## config.mk

```make
export PLATFORM = sky130hd
export DESIGN_NAME = beep_timer_multi
export DESIGN_NICKNAME = d
export VERILOG_FILES = /design/src/rtl/beep_timer_pkg.sv /design/src/rtl/beep_timer_ch.sv /design/src/rtl/beep_timer_multi.sv
export SDC_FILE = /design/constraint.sdc
export NUM_CORES = 1
export LEC_CHECK = 0
export ABC_AREA = 1
export BUFFER_PORTS_ARGS = -buffer_cell sky130_fd_sc_hd__buf_2
export CAP_MARGIN = 20
export CORE_MARGIN = 1.5
export CORE_UTILIZATION = 50
export CTS_CLUSTER_DIAMETER = 30
export DETAILED_ROUTE_END_ITERATION = 8
export HOLD_SLACK_MARGIN = 0.1
export MAX_ROUTING_LAYER = met4
export PLACE_DENSITY = 0.65
export SYNTH_ARGS = -nofsm -noshare
export SYNTH_HDL_FRONTEND = slang
export SYNTH_SLANG_ARGS = --single-unit
```

## constraint.sdc

```tcl
create_clock -name clk -period 3.3 [get_ports clk]
set_clock_uncertainty 0.15 [all_clocks]
set_input_delay 0 -clock clk [delete_from_list [all_inputs] [get_ports clk]]
set_output_delay 0 -clock clk [all_outputs]
set_load 0.1 [all_outputs]
```

## src/rtl/beep_timer_pkg.sv

```systemverilog
// Shared definitions for the multi-channel beep timer: channel modes,
// channel state encoding and a helper for the channel-select width.
package beep_timer_pkg;

   localparam logic MODE_ONESHOT  = 1'b0;
   localparam logic MODE_PERIODIC = 1'b1;

   typedef enum logic [1:0] {
      ST_IDLE = 2'd0,
      ST_RUN  = 2'd1,
      ST_DONE = 2'd2
   } ch_state_t;

   // A single-channel build still needs a 1-bit select port.
   function automatic int ch_idx_w(input int n);
      return (n > 1) ? $clog2(n) : 1;
   endfunction

endpackage

```

## src/rtl/beep_timer_ch.sv

```systemverilog
// One timer channel: IDLE/RUN/DONE control, tick counter, shadowed period
// reload and the tone output.
module beep_timer_ch
   import beep_timer_pkg::*;
#(
   parameter int CNT_W = 32
) (
   input  logic             clk,
   input  logic             rst,
   input  logic             i_tick,
   input  logic             i_ena,
   input  logic             i_we,
   input  logic [CNT_W-1:0] i_period,
   input  logic             i_mode,
   output logic [CNT_W-1:0] o_cnt,
   output logic             o_flag,
   output logic             o_busy,
   output logic             o_beep
);

   ch_state_t        r_state;
   ch_state_t        w_state_next;
   logic [CNT_W-1:0] r_cnt;
   logic [CNT_W-1:0] r_period;
   logic             r_mode;
   logic [CNT_W-1:0] r_shadow_period;
   logic             r_shadow_mode;
   logic             r_shadow_valid;
   logic             r_flag;
   logic             r_beep;

   logic             w_abort;
   logic [CNT_W-1:0] w_period_eff;
   logic             w_mode_eff;
   logic             w_start;
   logic             w_expire;

   // A write arriving with the start edge takes effect for that start.
   assign w_abort      = i_we && (i_period == '0);
   assign w_period_eff = i_we ? i_period : r_period;
   assign w_mode_eff   = i_we ? i_mode   : r_mode;
   assign w_start      = (r_state == ST_IDLE) && i_ena && !w_abort && (w_period_eff != '0);
   assign w_expire     = (r_state == ST_RUN) && i_ena && i_tick && (r_cnt == r_period - 1'b1);

   always_ff @(posedge clk) begin
      if (rst) begin
         r_state <= ST_IDLE;
      end else begin
         r_state <= w_state_next;
      end
   end

   always_comb begin
      w_state_next = r_state;
      case (r_state)
         ST_IDLE: begin
            if (w_start) begin
               w_state_next = ST_RUN;
            end
         end
         ST_RUN: begin
            if (w_abort) begin
               w_state_next = ST_IDLE;
            end else if (w_expire && (r_mode == MODE_ONESHOT)) begin
               w_state_next = ST_DONE;
            end
         end
         ST_DONE: begin
            if (w_abort || !i_ena) begin
               w_state_next = ST_IDLE;
            end
         end
         default: w_state_next = ST_IDLE;
      endcase
   end

   always_comb begin
      o_busy = (r_state == ST_RUN);
      o_cnt  = r_cnt;
      o_flag = r_flag;
      o_beep = r_beep;
   end

   always_ff @(posedge clk) begin
      if (rst) begin
         r_cnt           <= '0;
         r_period        <= '0;
         r_mode          <= MODE_ONESHOT;
         r_shadow_period <= '0;
         r_shadow_mode   <= MODE_ONESHOT;
         r_shadow_valid  <= 1'b0;
         r_flag          <= 1'b0;
         r_beep          <= 1'b0;
      end else begin
         r_flag <= 1'b0;
         if (w_abort) begin
            r_period       <= '0;
            r_mode         <= i_mode;
            r_shadow_valid <= 1'b0;
            r_cnt          <= '0;
            r_beep         <= 1'b0;
         end else if (r_state == ST_RUN) begin
            if (i_we) begin
               r_shadow_period <= i_period;
               r_shadow_mode   <= i_mode;
               r_shadow_valid  <= 1'b1;
            end
            if (w_expire) begin
               r_cnt  <= '0;
               r_flag <= 1'b1;
               if (r_mode == MODE_ONESHOT) begin
                  r_beep <= 1'b0;
               end else if (r_shadow_valid && (r_shadow_mode == MODE_ONESHOT)) begin
                  r_beep <= 1'b1;
               end else begin
                  r_beep <= ~r_beep;
               end
               // A write on the expiry edge stays pending for the next expiry.
               if (r_shadow_valid) begin
                  r_period <= r_shadow_period;
                  r_mode   <= r_shadow_mode;
                  if (!i_we) begin
                     r_shadow_valid <= 1'b0;
                  end
               end
            end else if (i_ena && i_tick) begin
               r_cnt <= r_cnt + 1'b1;
            end
         end else begin
            if (i_we) begin
               r_period       <= i_period;
               r_mode         <= i_mode;
               r_shadow_valid <= 1'b0;
            end else if (r_shadow_valid) begin
               r_period       <= r_shadow_period;
               r_mode         <= r_shadow_mode;
               r_shadow_valid <= 1'b0;
            end
            if (w_start) begin
               r_cnt  <= '0;
               r_beep <= (w_mode_eff == MODE_ONESHOT);
            end
         end
      end
   end

endmodule

```

## src/rtl/beep_timer_multi.sv

```systemverilog
// Multi-channel programmable timer / tone generator: shared prescaler,
// config write decode and N_CH independent channels.
module beep_timer_multi
   import beep_timer_pkg::*;
#(
   parameter  int N_CH  = 4,
   parameter  int CNT_W = 32,
   parameter  int PRESC = 1,
   localparam int CH_W  = ch_idx_w(N_CH)
) (
   input  logic                  clk,
   input  logic                  rst,
   input  logic                  cfg_we,
   input  logic [CH_W-1:0]       cfg_ch,
   input  logic [CNT_W-1:0]      cfg_period,
   input  logic                  cfg_mode,
   input  logic [N_CH-1:0]       ena,
   output logic [N_CH*CNT_W-1:0] cnt_now,
   output logic [N_CH-1:0]       flag,
   output logic [N_CH-1:0]       busy,
   output logic [N_CH-1:0]       beep
);

   logic [15:0]     r_presc;
   logic            w_tick;
   logic [N_CH-1:0] w_we;

   // With PRESC=1 the compare is always true, giving a tick every clock.
   assign w_tick = (r_presc == 16'(PRESC - 1));

   always_ff @(posedge clk) begin
      if (rst || w_tick) begin
         r_presc <= '0;
      end else begin
         r_presc <= r_presc + 16'd1;
      end
   end

   genvar gi;
   generate
      for (gi = 0; gi < N_CH; gi++) begin : g_ch
         assign w_we[gi] = cfg_we && (cfg_ch == CH_W'(gi));

         beep_timer_ch #(
            .CNT_W (CNT_W)
         ) u_ch (
            .clk      (clk),
            .rst      (rst),
            .i_tick   (w_tick),
            .i_ena    (ena[gi]),
            .i_we     (w_we[gi]),
            .i_period (cfg_period),
            .i_mode   (cfg_mode),
            .o_cnt    (cnt_now[gi*CNT_W +: CNT_W]),
            .o_flag   (flag[gi]),
            .o_busy   (busy[gi]),
            .o_beep   (beep[gi])
         );
      end
   endgenerate

endmodule
```

After elaboration in Yosys (flattened, before gate mapping)
Cells that the tools add are included.
{"block": "totals", "reg_bits": 428, "input_bits": 42}
{"block": "classes", "n_addsub": 9, "reduce_logical": 96, "n_bitwise": 24, "n_eq_ne": 39, "n_mux": 120}
{"cell": "two-way mux 32 bit", "count": 36}
{"cell": "adder 32 x 1 -> 32 bit (second input constant)", "count": 4}
{"cell": "== test 32 bit", "count": 4}
{"cell": "nonzero test 32 bit", "count": 4}
{"cell": "subtractor 32 x 1 -> 32 bit (second input constant)", "count": 4}
{"cell": "two-way mux 1 bit", "count": 64}
{"cell": "logical AND 1 bit", "count": 44}
{"cell": "!= test 3 bit (second input constant)", "count": 12}
{"cell": "logical NOT 32 bit", "count": 1}
{"cell": "two-way mux 2 bit", "count": 16}
{"cell": "NOT 1 bit", "count": 24}
{"cell": "one-hot mux 2 bit (3 select lines)", "count": 4}
{"cell": "AND reduction 3 bit", "count": 8}
{"cell": "adder 16 x 1 -> 16 bit (second input constant)", "count": 1}
{"cell": "logical NOT 16 bit", "count": 1}
{"cell": "!= test 2 x 1 -> 1 bit (second input constant)", "count": 8}
{"cell": "AND reduction 2 bit", "count": 8}
{"cell": "== test 2 bit (second input constant)", "count": 6}
{"cell": "OR reduction 3 bit", "count": 4}
{"cell": "== test 2 x 1 -> 1 bit (second input constant)", "count": 5}
{"cell": "logical NOT 2 bit", "count": 5}
{"cell": "logical NOT 1 bit", "count": 8}
{"cell": "!= test 2 bit (second input constant)", "count": 4}
{"cell": "nonzero test 2 bit", "count": 4}
{"cell": "other kinds (2)", "count": 9}

Logic depth before layout (Yosys ltp)
Gate-level depths: netlist of run 1.
{"block": "depth", "word_depth": 8, "mapped_depth": 19, "mapped_depth_nobuf": 19}

Cells and area by module
Synthesis of run 1 repeated with hierarchy kept, for this count alone.
{"block": "hier_totals", "cells_unflattened": 4407, "hier_area_um2": 27104.7}
{"mod": "beep_timer_ch at g_ch[0].u_ch ...", "seq_area_each_um2": 2062.0, "n_inst": 2, "cells_each": 1071, "area_each_um2": 6557.5}
{"mod": "beep_timer_ch at g_ch[2].u_ch ...", "seq_area_each_um2": 2062.0, "n_inst": 2, "cells_each": 1067, "area_each_um2": 6548.8}
{"mod": "beep_timer_multi", "seq_area_each_um2": 320.3, "n_inst": 1, "cells_each": 131, "area_each_um2": 892.1}

Least setup slack after synthesis of run 1
Ideal clock, no wire load.
{"block": "synth_timing", "kind": "register -> register", "from": "register g_ch[1].u_ch.r_cnt[1]", "to": "register g_ch[1].u_ch.r_cnt[28]", "setup_slack_ps": 405, "arrival_ps": 2628, "t_required_ps": 3033, "stages_incl_launch_ff": 12, "period_less_slack_ps": 2895, "setup_time_ps": 117, "path_cell_list": "dfxtp_1 ha_1 nand2_1 nor3b_1 nand2_1 nor2_1 nand2_1 nor3_1 nand3_1 nor3_1 xnor2_1 nor2_1"}
{"block": "synth_between", "elab_chain_len": 4}
{"item": "from (decl)", "line": "beep_timer_ch.sv:23", "source": "logic [CNT_W-1:0] r_cnt;"}
{"item": "from (signal assigned)", "line": "beep_timer_ch.sv:127", "source": "r_cnt <= r_cnt + 1'b1;"}
{"item": "adder 32 x 1 -> 32 bit or == test 32 bit (tied branches)", "line": "beep_timer_ch.sv:127, beep_timer_ch.sv:43"}
{"item": "two-way mux 32 bit or logical AND 1 bit (tied branches)", "line": "beep_timer_ch.sv:126, beep_timer_ch.sv:43"}
{"item": "two-way mux 32 bit or != test 3 bit (tied branches)"}
{"item": "two-way mux 32 bit or AND reduction 2 bit (tied branches)"}
Several ways; a longest one is shown, not always the timed one. The select of a mux whose other input is x is not followed.
A chain may end at the register's enable or synchronous reset.

Final worst setup path of run 1
{"block": "layout_timing", "from": "input cfg_ch[0]", "to": "register g_ch[1].u_ch.r_shadow_period[20]"}
{"block": "layout_between", "elab_chain_len": 5}
{"item": "from (decl)", "line": "beep_timer_multi.sv:14", "source": "input logic [CH_W-1:0] cfg_ch,"}
{"item": "== test 2 x 1 -> 1 bit *", "line": "beep_timer_multi.sv:42", "source": "assign w_we[gi] = cfg_we && (cfg_ch == CH_W'(gi));"}
{"item": "logical AND 1 bit *", "line": "beep_timer_multi.sv:42"}
{"item": "logical AND 1 bit", "line": "beep_timer_ch.sv:39", "source": "assign w_abort = i_we && (i_period == '0);"}
{"item": "NOT 1 bit (no source line)"}
{"item": "AND reduction 3 bit (no source line) *"}
{"item": "to (signal assigned)", "line": "beep_timer_ch.sv:104", "source": "r_shadow_period <= i_period;"}
{"item": "to (decl)", "line": "beep_timer_ch.sv:26", "source": "logic [CNT_W-1:0] r_shadow_period;"}
Mark *: on every way between the ends. The rest lies on a longest branch, timed or not.

==> results of run 1 <==
report_power, final:
| group | switching (W) | leakage, nW | internal [W] |
|---|---|---|---|
| sequential | 0.000400 | 3.48 | 0.00545 |
| clock | 0.00331 | 1.78 | 0.00720 |
| combinational | 0.00354 | 9.93 | 0.00170 |
final cells by class:
class / instances / area, sq um / area share (%)
Timing Repair Buffer: 398 / 3030 / 8.91
Multi-Input combinational cell: 3374 / 16300 / 47.8
Sequential cell: 428 / 8570 / 25.2
Tap cell: 696 / 871 / 2.56
Inverter: 437 / 1640 / 4.82
Antenna cell: 3 / 7.51 / 0.0221
Clock buffer: 142 / 2940 / 8.63
Clock inverter: 50 / 699 / 2.05
worst max-delay path, delay by kind of cell:
family | cells | cell delay (ns)
buffers and inverters | 7 | 2.82
AOI/OAI and AO/OA | 1 | 0.16
and+or+nand+nor | 5 | 0.62
cells by family (layout without fill, tap and decap cells):
logic type	Yosys count	count (layout)
xor gates and xnor gates	212	212
DFF	428	428
muxes	7	7
AOI/OAI and AO/OA	706	706
adders and majority gates	10	10
other	0	3
and+or+nand+nor	2439	2439
buffers and inverters	624	1027
stage by stage:
stage                     setup slack [ns]  hold slack (ns)  area (sq um)  utilization (%)
after floorplan                      0.405           0.0175         27300                -
after global routing               0.00585            0.217         34000             63.1
final                                0.117            0.186         34000             63.1
after detailed placement             0.417            0.151         28900             53.5
after global placement               0.407            0.155         28800             53.5
after CTS                           0.0960            0.127         33900             62.9
layer usage:
metal,share of wire [%],vias to the layer above,wire [microns],global-route usage [%]
li1,-,15000,-,-
met1,44,13700,42200,45.1
met2,44,1178,41900,52.6
met3,6.8,283,6440,5.15
met4,5.1,0,4840,16.9
met5,0,-,0,-
how the worst max path moves through the flow:
| stage | from | endpoint | slack, ns | cells past startpoint |
|---|---|---|---|---|
| 6_report | cfg_ch[0] | g_ch[1].u_ch.r_shadow_period[20]$_SDFFE_PP0P_ | 0.12 | 13 |
| 5_1_grt | cfg_ch[0] | g_ch[1].u_ch.r_shadow_period[23]$_SDFFE_PP0P_ | 0.006 | 13 |
| 4_1_cts | r_presc[0]$_SDFF_PP0_ | g_ch[0].u_ch.r_state[1]$_SDFFE_PP0P_ | 0.1 | 16 |
| 3_5_place_dp | g_ch[2].u_ch.r_period[0]$_SDFFE_PP0P_ | g_ch[2].u_ch.r_period[31]$_SDFFE_PP0P_ | 0.42 | 16 |
| 3_3_place_gp | g_ch[0].u_ch.r_period[0]$_SDFFE_PP0P_ | g_ch[0].u_ch.r_period[28]$_SDFFE_PP0P_ | 0.41 | 14 |
| 2_1_floorplan | g_ch[1].u_ch.o_cnt[1]$_SDFFE_PP0P_ | g_ch[1].u_ch.o_cnt[28]$_SDFFE_PP0P_ | 0.41 | 11 |
state kept, by name, indices dropped and copies added, names as in the netlist:
name,cells
g_ch.u_ch.o_cnt,128
g_ch.u_ch.r_period,128
g_ch.u_ch.r_shadow_period,128
r_presc,16
g_ch.u_ch.r_state,8
g_ch.u_ch.o_beep,4
g_ch.u_ch.o_flag,4
g_ch.u_ch.r_mode,4
g_ch.u_ch.r_shadow_mode,4
g_ch.u_ch.r_shadow_valid,4
synthesized netlist by cell type (7+ instances only):
cell / n
sky130_fd_sc_hd__nor3_1: 70
sky130_fd_sc_hd__xnor2_1: 77
sky130_fd_sc_hd__o211ai_1: 52
sky130_fd_sc_hd__or2_2: 7
sky130_fd_sc_hd__clkbuf_1: 107
sky130_fd_sc_hd__ha_1: 10
sky130_fd_sc_hd__o21ai_1: 12
sky130_fd_sc_hd__dfxtp_1: 428
sky130_fd_sc_hd__a31oi_1: 19
sky130_fd_sc_hd__nand3_2: 7
sky130_fd_sc_hd__nor3b_1: 8
sky130_fd_sc_hd__buf_6: 12
sky130_fd_sc_hd__buf_2: 19
sky130_fd_sc_hd__a22oi_1: 29
sky130_fd_sc_hd__o21bai_1: 13
sky130_fd_sc_hd__xor2_1: 135
sky130_fd_sc_hd__nand4_1: 79
sky130_fd_sc_hd__nor2_4: 9
sky130_fd_sc_hd__nand3_1: 289
sky130_fd_sc_hd__nand3b_1: 34
sky130_fd_sc_hd__nor2_1: 776
sky130_fd_sc_hd__buf_1: 18
sky130_fd_sc_hd__nor4_1: 12
sky130_fd_sc_hd__nand2_1: 1089
sky130_fd_sc_hd__o21ai_0: 304
sky130_fd_sc_hd__a21oi_1: 263
sky130_fd_sc_hd__nor2_2: 26
sky130_fd_sc_hd__inv_1: 424
sky130_fd_sc_hd__clkinv_1: 7
sky130_fd_sc_hd__nand2_2: 17
sky130_fd_sc_hd__buf_4: 30
what timing repair did:
item / in CTS / in global routing
resized for setup: 0 / 17
setup buffers: 0 / 4
hold endpoints to repair: 381 / 0
endpoints found under the setup margin: 0 / 35
hold buffers: 145 / 0
==> flow_summary.json, run 1 <==
{
  "final-instance-count-excl-fill": 5528,
  "synthArstFlopShare_pct": 0,
  "syn_area_per_cell_sq_um": 6.18,
  "place_hpwl_mm": 66.5,
  "grt_antenna_before_repair": 3,
  "clock_tree_from_tritoncts": "done",
  "grt_pass1_wl_mm": 151,
  "globalRouteTotalUtil_pct": 34.7,
  "numClockSinks": 428,
  "cts_inserted_buffers": 104,
  "area.growth.synth_to_final_pct": 24.5,
  "h_tree_level_count": 3,
  "synth-compound-area-share_pct": 14.0,
  "post_drt_via_cell_ratio": 5.46,
  "worstHoldStart": "cfg_period[10]",
  "critical-path-slowest-cell": "sky130_fd_sc_hd__dlygate4sd3_1",
  "ys_seq_elements": 428,
  "placeableCoreArea_sq_um": 53900,
  "first_pass_iters": 8,
  "wl_per_cell_microns": 17.3,
  "grt.overflow.total": 0,
  "crit_path_max_fanout": 33,
  "routed_via_count": 30200,
  "timing_max_transition_violations_final": 0,
  "antenna_left": 0,
  "placementRows": 85,
  "net_count_of_the_mapped_netlist": 4478,
  "post_synth_main_area_contributors": "sky130_fd_sc_hd__dfxtp_1 31%, sky130_fd_sc_hd__nand2_1 15%, sky130_fd_sc_hd__nor2_1 11%",
  "powerDensity_nw_per_um2": 635,
  "timing.hold.worst_endpoint": "g_ch[3].u_ch.r_period[10]$_SDFFE_PP0P_",
  "post_synthesis_share_of_cell_area_spent_on_full_adders_half_adders_and_majority_gates_pct": 0.458,
  "status": "finished, final reports clean",
  "synthSimpleGateAreaFrac_pct": 37.7,
  "most_frequent_cells_in_the_layout": "1086 x sky130_fd_sc_hd__nand2_1, 765 x sky130_fd_sc_hd__nor2_1, 427 x sky130_fd_sc_hd__dfxtp_1",
  "synth.yosys.warnings": 0,
  "die_area_sq_um": 56100,
  "io_buffer_count": 181,
  "hold_violations": 0,
  "final_min_period_over_clock_period_pct": 96.5,
  "synth_top_family_by_area": "simple AND/OR/NAND/NOR gates",
  "reg2reg_to": "g_ch[3].u_ch.r_state[1]$_SDFFE_PP0P_",
  "worst_ep_arrival_time_ns": 3.63,
  "timing.critical_path.slowest_cell_delay_ns": 0.65,
  "drt_iter0_drc": 2813,
  "pin_count_of_the_biggest_net_entering_global_routing": 101,
  "routabilityCongestion": 0.996,
  "ys_seq_area_share_pct": 31.3,
  "dpl.cell_count": 5183,
  "cp.required_ns": 3.75,
  "drive_above_1_share_pct": 10.9,
  "num-nets-final": 4795,
  "setup_repair_after_global_routing_missed_its_margin": "no",
  "design_power_total_w": 0.0216,
  "max_clock_freq_ghz": 0.314,
  "synth_top_flop_cell": "sky130_fd_sc_hd__dfxtp_1",
  "layout.cells.most_common": "sky130_fd_sc_hd__nand2_1",
  "max-clock-path-buffers": 3,
  "min-delay-path-class": "input pin to flop",
  "syn-instance-count": 4426,
  "synth.lib_cells_used.distinct": 51,
  "route.detailed.drc": 0,
  "timing.reg2reg.worst_path_depth": 14,
  "chipWidth_microns": 237,
  "crit_type": "input pin to flop",
  "grt_pass1_vias": 27500,
  "min_delay_path_depth": 6,
  "critical_path.reg2reg.startpoint": "g_ch[3].u_ch.r_period[12]$_SDFFE_PP0P_",
  "timing.final.setup_violations": 0,
  "starting_density_of_the_core_pct": 50.7,
  "cap_viol_max_count": 0,
  "netlist.area_leader.share_pct": 31.3,
  "fill_cells": 5143,
  "netlist_area_sq_um": 27300,
  "multiplexer_share_of_the_synthesized_area_pct": 0.265,
  "detail_route.wirelength_mm": 95.4,
  "worst_skew_pair.late_latency_ns": 0.68,
  "irDropWorstVdd_v": 0.000475,
  "end_kind": "flop",
  "static-leakage-power_nw": 15.2,
  "worst_slew_pin_slew_ns": 0.943,
  "r2r_setup_slack_ns": 0.19,
  "crit_chain": "dlygate4sd3_1, buf_2, nand2_1, nor2_4, dlygate4sd3_1, nand2_2, nand2_1, clkinv_1, buf_8, nand3_1, dlygate4sd3_1, a21oi_1, dlygate4sd3_1",
  "synth_top_area_cell": "sky130_fd_sc_hd__dfxtp_1",
  "boundary_pins": 182,
  "timing.final.crit_period_ns": 3.18,
  "crit_path_frequent_cell": "sky130_fd_sc_hd__dlygate4sd3_1",
  "synth_enable_flop_cells": 0,
  "worst_setup_sp_type": "input pin",
  "slew_headroom_pct": 37.2,
  "clk_pin_slew_worst_paths_ns": 0.04,
  "setup_total_negative_slack_ns": 0,
  "synth-xor-area-share_pct": 6.79,
  "root_buffer_cell": "sky130_fd_sc_hd__clkbuf_16",
  "die_y_microns": 237
}
Note: power is estimated with default switching activity, not from simulation.
==> run 2, diff against run 1 <==
==> constraint.sdc (replaced) <==
create_clock -name clk -period 3.25 [get_ports clk]
set_clock_uncertainty 0.15 [all_clocks]
set_input_delay 0 -clock clk [delete_from_list [all_inputs] [get_ports clk]]
set_output_delay 0 -clock clk [all_outputs]
set_load 0.1 [all_outputs]
==> flow_summary.json, run 2 (synthesized netlist as in run 1, its figures left out) <==
{
  "critical_path.reg2reg.startpoint": "g_ch[1].u_ch.r_state[0]$_SDFFE_PP0P_",
  "die_y_microns": 237,
  "worstHoldStart": "cfg_period[15]",
  "worst_ep_arrival_time_ns": 3.59,
  "grt_pass1_wl_mm": 151,
  "grt_antenna_before_repair": 3,
  "timing.final.setup_violations": 0,
  "cts_inserted_buffers": 102,
  "static-leakage-power_nw": 15.3,
  "route.detailed.drc": 0,
  "pin_count_of_the_biggest_net_entering_global_routing": 81,
  "powerDensity_nw_per_um2": 671,
  "die_area_sq_um": 56100,
  "layout.cells.most_common": "sky130_fd_sc_hd__nand2_1",
  "multi_input_comb_area_sq_um": 16300,
  "grt_pass1_vias": 27800,
  "timing.reg2reg.worst_path_depth": 10,
  "dpl.cell_count": 5190,
  "first_pass_iters": 6,
  "crit_chain": "dlygate4sd3_1, buf_2, nor2_1, nand3_1, nor2_1, nand2_1, nor2_4, nand2_1, buf_4, nand2_1, clkinv_1, buf_12, nand3_1, dlygate4sd3_1, a21oi_1, dlygate4sd3_1",
  "globalRouteTotalUtil_pct": 34.6,
  "antenna_left": 0,
  "numClockSinks": 428,
  "worst_hold_slack_ns": 0.201,
  "io_buffer_count": 181,
  "min_delay_path_depth": 6,
  "crit_path_max_fanout": 33,
  "detail_route.wirelength_mm": 95.3,
  "cap_viol_max_count": 0,
  "end_kind": "flop",
  "min-delay-path-class": "input pin to flop",
  "irDropWorstVdd_v": 0.000473,
  "timing.critical_path.slowest_cell_delay_ns": 0.62,
  "h_tree_level_count": 3,
  "max_clock_freq_ghz": 0.310,
  "r2r_setup_slack_ns": 0.09,
  "grt.overflow.total": 0,
  "max-clock-path-buffers": 3,
  "setup_total_negative_slack_ns": 0,
  "final_min_period_over_clock_period_pct": 99.4,
  "met2_length_mm": 41.7,
  "critical_path_buf_inv_count": 7,
  "worst_slew_pin_slew_ns": 0.760,
  "final-instance-count-excl-fill": 5526,
  "routed_via_count": 29900,
  "fin_util_pct": 63.6,
  "drive_above_1_share_pct": 11.2,
  "sequential_cell_area_in_the_final_layout_sq_um": 8570,
  "critical-path-slowest-cell": "sky130_fd_sc_hd__dlygate4sd3_1",
  "crit_type": "input pin to flop",
  "starting_density_of_the_core_pct": 50.7,
  "timing.hold.worst_endpoint": "g_ch[2].u_ch.r_period[15]$_SDFFE_PP0P_",
  "status": "finished, final reports clean",
  "routabilityCongestion": 1.02,
  "placeableCoreArea_sq_um": 53900,
  "crit_start": "cfg_period[18]",
  "hold_violations": 0,
  "place_hpwl_mm": 66.6,
  "detail_route.wirelength.met1_mm": 42.1,
  "post_drt_via_cell_ratio": 5.41,
  "wl_per_cell_microns": 17.2,
  "critical-path-top-delay-family": "buffers and inverters",
  "clock_tree_from_tritoncts": "done",
  "cp.required_ns": 3.61,
  "worst_skew_pair.late_latency_ns": 0.65,
  "timing.final.crit_period_ns": 3.23,
  "maxUsedRoutingLayer": "met4",
  "worst_setup_sp_type": "input pin",
  "fill_cells": 5074,
  "slew_headroom_pct": 49.3,
  "reg2reg_to": "g_ch[1].u_ch.r_shadow_period[21]$_SDFFE_PP0P_",
  "clk_pin_slew_worst_paths_ns": 0.05,
  "chipWidth_microns": 237,
  "area.growth.synth_to_final_pct": 25.5,
  "placementRows": 85,
  "boundary_pins": 182,
  "root_buffer_cell": "sky130_fd_sc_hd__clkbuf_16",
  "timing_max_transition_violations_final": 0,
  "detailroute.wirelength.met3_mm": 6.70,
  "num-nets-final": 4791,
  "most_frequent_cells_in_the_layout": "1088 x sky130_fd_sc_hd__nand2_1, 765 x sky130_fd_sc_hd__nor2_1, 428 x sky130_fd_sc_hd__dfxtp_1",
  "drt_iter0_drc": 2498
}
## run 2: changes by cell type in the layout (fill, tap and decap cells not counted), moves of 3 or more
cell	before	now
sky130_fd_sc_hd__bufinv_16	13	29
sky130_fd_sc_hd__clkbuf_1	20	7
sky130_fd_sc_hd__buf_4	60	67
sky130_fd_sc_hd__clkinvlp_4	4	11
sky130_fd_sc_hd__dlygate4sd3_1	145	138
sky130_fd_sc_hd__clkinv_2	22	16
sky130_fd_sc_hd__clkbuf_8	17	12
sky130_fd_sc_hd__clkinv_8	1	4
## run 2: tightest hold or removal path, stage by stage
cell and delay [ns]:
sky130_fd_sc_hd__dlygate4sd3_1 0.52, sky130_fd_sc_hd__buf_2 0.17, sky130_fd_sc_hd__o21ai_0 0.10, sky130_fd_sc_hd__nand2_1 0.06, sky130_fd_sc_hd__nand2_1 0.04, sky130_fd_sc_hd__nor2_1 0.07
## run 2: stage by stage
step / cell area (sq um) / setup slack, ns / total power (W)
4_1_cts: 34200 / 0.0256 / 0.0230
6_report: 34300 / 0.0210 / 0.0230
2_1_floorplan: 27300 / 0.355 / 0.00979
3_3_place_gp: 28900 / 0.419 / 0.0111
5_1_grt: 34300 / -0.00452 / 0.0241
3_5_place_dp: 28900 / 0.417 / 0.0111
## run 2: layer usage
layer  vias up  track usage (%)
li1      15000                -
met1     13500             44.1
met2      1146             53.0
met3       279             5.58
met4         0             17.2
met5         -                -
## run 2: how the worst max path moves through the flow
stage / endpoint / slack (ns) / cells after the start
after CTS: g_ch[1].u_ch.r_shadow_period[25]$_SDFFE_PP0P_ / 0.03 / 14
after detailed placement: g_ch[0].u_ch.r_period[22]$_SDFFE_PP0P_ / 0.42 / 14
after global placement: g_ch[0].u_ch.r_period[26]$_SDFFE_PP0P_ / 0.42 / 14
final: g_ch[1].u_ch.r_shadow_period[21]$_SDFFE_PP0P_ / 0.02 / 16
after floorplan: g_ch[1].u_ch.o_cnt[28]$_SDFFE_PP0P_ / 0.36 / 11
after global routing: g_ch[1].u_ch.r_shadow_period[21]$_SDFFE_PP0P_ / -0.005 / 16
## run 2: area by class of cell
class	count	share of cell area [%]
antenna	3	0.0219
inverter	437	4.79
tap	696	2.54
multi-input combinational	3374	47.4
clock buffer	122	8.07
sequential	428	25.0
timing repair buffer	396	8.69
clock inverter	70	3.49
## run 2: what timing repair did
item                       4_1_cts  5_1_grt
hold buffers                   139        0
setup buffers                    0        3
hold endpoints to repair       381        0
setup endpoints to repair        0       42
gates resized for setup          0       16
## run 2: where the power goes
group          internal [W]  leakage [nW]  total, W  switching, W
registers           0.00553          3.47   0.00594      0.000408
logic               0.00173          9.92   0.00532       0.00359
clock network       0.00836          1.91    0.0118       0.00340
